===== config.mk =====
export PLATFORM = sky130hd
export DESIGN_NAME = sprite_mux
export DESIGN_NICKNAME = d
export VERILOG_FILES = /design/src/rtl/sprite_mux_pkg.sv /design/src/rtl/sprite_mux_sel.sv /design/src/rtl/sprite_mux.sv
export SDC_FILE = /design/constraint.sdc
export NUM_CORES = 1
export LEC_CHECK = 0
export CAP_MARGIN = 20
export CORE_MARGIN = 8
export CORE_UTILIZATION = 27
export CTS_CLUSTER_SIZE = 16
export DETAILED_ROUTE_END_ITERATION = 16
export GPL_ROUTABILITY_DRIVEN = 0
export PLACE_DENSITY = 0.76
export SLEW_MARGIN = 10
export SYNTH_ARGS = -nofsm -noshare
export SYNTH_HDL_FRONTEND = slang
export SYNTH_SLANG_ARGS = --single-unit

===== constraint.sdc =====
create_clock -name clk -period 0.8 [get_ports clk]
set_clock_uncertainty 0.2 [all_clocks]
set_input_delay 0.24 -clock clk [delete_from_list [all_inputs] [get_ports clk]]
set_output_delay 0.24 -clock clk [all_outputs]
set_load 0.01 [all_outputs]

===== src/rtl/sprite_mux_pkg.sv =====
// Shared types and constants for the sprite/background layer multiplexer.
package sprite_mux_pkg;

   typedef logic [11:0] colour_t;

   localparam colour_t COLOUR_BLANK            = 12'h000;
   localparam colour_t DEFAULT_TRANSPARENT_KEY = 12'hF0F;

endpackage


===== src/rtl/sprite_mux_sel.sv =====
// Combinational M-way colour selector with out-of-range blanking.
// Transparency fallback to source 0 is built only when SPRITE_MUX_TRANSPARENCY_EN is defined.
module sprite_mux_sel
   import sprite_mux_pkg::*;
#(
   parameter int unsigned M               = 2,
   parameter int unsigned B               = $clog2(M),
   parameter colour_t     TRANSPARENT_KEY = DEFAULT_TRANSPARENT_KEY
) (
   input  colour_t        src [M],
   input  logic [B-1:0]   s,
   output colour_t        colour
);

   logic in_range;

   // Equality scan rather than src[s]: unmatched indices fall through to blank, never X.
   always_comb begin
      colour   = COLOUR_BLANK;
      in_range = 1'b0;
      for (int unsigned k = 0; k < M; k++) begin
         if (32'(s) == k) begin
            colour   = src[k];
            in_range = 1'b1;
         end
      end
`ifdef SPRITE_MUX_TRANSPARENCY_EN
      if (in_range && (s != '0) && (colour == TRANSPARENT_KEY)) begin
         colour = src[0];
      end
`endif
   end

`ifndef SPRITE_MUX_TRANSPARENCY_EN
   logic unused_key;
   assign unused_key = ^{TRANSPARENT_KEY, in_range};
`endif

endmodule


===== src/rtl/sprite_mux.sv =====
// Registered layer-select mux for the VGA pixel pipeline (one-clock latency).
// Optional transparency keying via macro SPRITE_MUX_TRANSPARENCY_EN.
module sprite_mux
   import sprite_mux_pkg::*;
#(
   parameter int unsigned M               = 2,
   parameter int unsigned B               = $clog2(M),
   parameter colour_t     TRANSPARENT_KEY = DEFAULT_TRANSPARENT_KEY
) (
   input  logic                             clk,
   input  logic                             rst_n,
   input  logic [11:0]                      a,
   input  logic [11:0]                      b,
   input  logic [12*((M > 2) ? M-2 : 1)-1:0] ext,
   input  logic [B-1:0]                     s,
   output logic [11:0]                      colour_data
);

   colour_t src [M];
   colour_t sel_colour;

   assign src[0] = a;
   assign src[1] = b;

   if (M > 2) begin : g_ext
      for (genvar k = 2; k < M; k++) begin : g_slice
         assign src[k] = ext[12*(k-2) +: 12];
      end
   end else begin : g_no_ext
      logic unused_ext;
      assign unused_ext = ^ext;
   end

   sprite_mux_sel #(
      .M               (M),
      .B               (B),
      .TRANSPARENT_KEY (TRANSPARENT_KEY)
   ) u_sel (
      .src    (src),
      .s      (s),
      .colour (sel_colour)
   );

   always_ff @(posedge clk or negedge rst_n) begin
      if (!rst_n) begin
         colour_data <= COLOUR_BLANK;
      end else begin
         colour_data <= sel_colour;
      end
   end

endmodule


==> out/metrics.csv <==
metric,value,unit
multi_input_area,180,um^2
largest_reg_flops,12,
fin_nets,109,
p_seq_frac,0.502,
worstHoldPathType,input port to async pin,
crit_required,360,ps
dieArea,3400,um^2
grt_max_degree,13,
crit_type,flop to output pin,
dr.pass1.iters,4,
drt_iter0_markers,2,
p_sw_frac,0.218,
ir_drop,0.730,mV
critPathLaunchType,flop,
fp.coreArea,1710,um^2
worst_pin_slew,109,ps
top_regs,colour_data (12),
synth_top_area_cell,dfrtp_1,
synth.area.top_cells,"dfrtp_1, mux2_4, mux2_2, buf_6",
routed_wirelength,1260,um
synth_cell_types,4,
tritoncts,yes,
antenna_found_initial,0,
ys_ff_latch,12,
via_per_inst,3.95,
clockPowerShare,0.262,
fin_ws,-408,ps
arrival,770,ps
layout-drive-gt1-share,0.456,
final-seq-area,300,um^2
slew_headroom,0.927,
post-dp-hpwl,1110,um
end_kind,output pin,
initial_core_util,0.284,
yosysTopAreaCellShare,0.620,
vias,367,
failed_checks,negative setup slack,
period_needed,1210,ps
fin_util,0.527,
outcome,finished with violations,
clkSinkCount,12,
regMostFlops,colour_data,
drv_slew,0,
ctsHtreeMaxLevel,1,
powerDensity,1470,nW/um^2
p_switching,289,uW
fp.dieW,58.4,um
core.rowCount,15,
slowest_stage,dfrtp_1,
io_pins,51,
hold_ws,92.9,ps
yosysWarningCount,0,
grt_usage,0.0798,
synth.yosys.seq_area_share,0.620,
num_antenna_cells,0,
final_cell_area,901,um^2
p_leak,0.468,nW
clock_tree.buffer_depth,2,
syn_area_per_cell,19.4,um^2
cts.hold.buffers_added,0,
syn-cell-area,484,um^2
cap_viol_max_count,0,
design_power_total,1.32,mW
clockRootBuffer,clkbuf_4,
die_h,58.4,um
grt_overflow,0,
final_antenna_net_count,0,
tns,-4800,ps
grt_pass1_vias,438,
grt_pass1_wl,1970,um
max_stage_delay,380,ps
syn_nets,64,
setup-violations-final,22,
crit_chain,buf_6,
period_share,1.51,
combinationalPowerShare,0.236,
placement.io_buffers,38,
final.fill_count,167,
post-cts-setup-buffers,0,
post-route-drc-count,0,
worstPathMaxFanout,1,
numCtsBuffers,3,
critical_path_buf_inv_count,1,
hold_violations,0,
syn_inst,25,
p_int,1.04,mW
rsz0062_at_grt,yes,
avgRoutedWirePerCell,13.5,um
fmax,0.828,GHz
cp_top_family,flip-flops,
synthToLayoutAreaGrowth,86.0,%
path_clk_slew,70,ps
postPlaceCellArea,927,um^2
synthesized netlist by cell type:
library cell,n
buf_6,1
dfrtp_1,12
mux2_2,2
mux2_4,10
logic make-up (layout without fill, tap and decap cells):
kind of cell	Yosys count	count (layout)	share of synthesized area
muxes	12	12	0.357
DFF	12	12	0.620
buffers and inverters	1	44	0.0233
cells in the final DEF, fill, tap and decap left out:
cell type | Yosys | routed
dlygate4sd2_1 | 0 | 24
mux2_4 | 10 | 12
dfrtp_1 | 12 | 12
buf_2 | 0 | 8
buf_6 | 1 | 5
clkbuf_4 | 0 | 3
buf_8 | 0 | 2
clkdlybuf4s50_1 | 0 | 1
buf_12 | 0 | 1
power groups by stage:
| stage | sequential (mW) | clock, mW | combinational, mW |
|---|---|---|---|
| after floorplan | 0.702 | 0 | 0.0990 |
| after global placement | 0.675 | 0 | 0.374 |
| after detailed placement | 0.676 | 0 | 0.380 |
| after CTS | 0.662 | 0.370 | 0.301 |
| after global routing | 0.668 | 0.396 | 0.334 |
| final | 0.665 | 0.347 | 0.313 |
worst max path at each step:
stage	startpoint	end	slack (ps)	depth (start not counted)
6_report	colour_data[3]$_DFF_PN0_	colour_data[3]	-410	1
5_1_grt	colour_data[4]$_DFF_PN0_	colour_data[4]	-440	1
4_1_cts	colour_data[10]$_DFF_PN0_	colour_data[10]	-420	1
3_5_place_dp	s	colour_data[1]$_DFF_PN0_	-730	3
3_3_place_gp	s	colour_data[4]$_DFF_PN0_	-720	3
2_1_floorplan	s	colour_data[0]$_DFF_PN0_	-170	2
per-stage QoR:
stage,std cells,setup slack [ps]
2_1_floorplan,25,-172
3_3_place_gp,90,-723
3_5_place_dp,90,-729
4_1_cts,93,-422
5_1_grt,93,-437
6_report,93,-408
per-layer routing:
metal  up-vias  GRT usage  share of wire
li1        174          -              -
met1       175     0.0538           0.27
met2        16      0.150           0.60
met3         2     0.0413           0.11
met4         0     0.0734          0.021
met5         -          0              0
timing repair:
| action | in CTS | in global routing |
|---|---|---|
| hold endpoints to repair | 0 | 0 |
| pin swaps | 0 | 0 |
| gates resized for setup | 80 | 5 |
| setup endpoints to repair | 24 | 13 |
area by class of cell:
cell class | instances | share of cell area
repair buffers | 41 | 0.407
flip-flops and latches | 12 | 0.333
well taps | 25 | 0.0347
clock buffers | 3 | 0.0250
multi-input cells | 12 | 0.200
(Power assumes the default switching activity.)
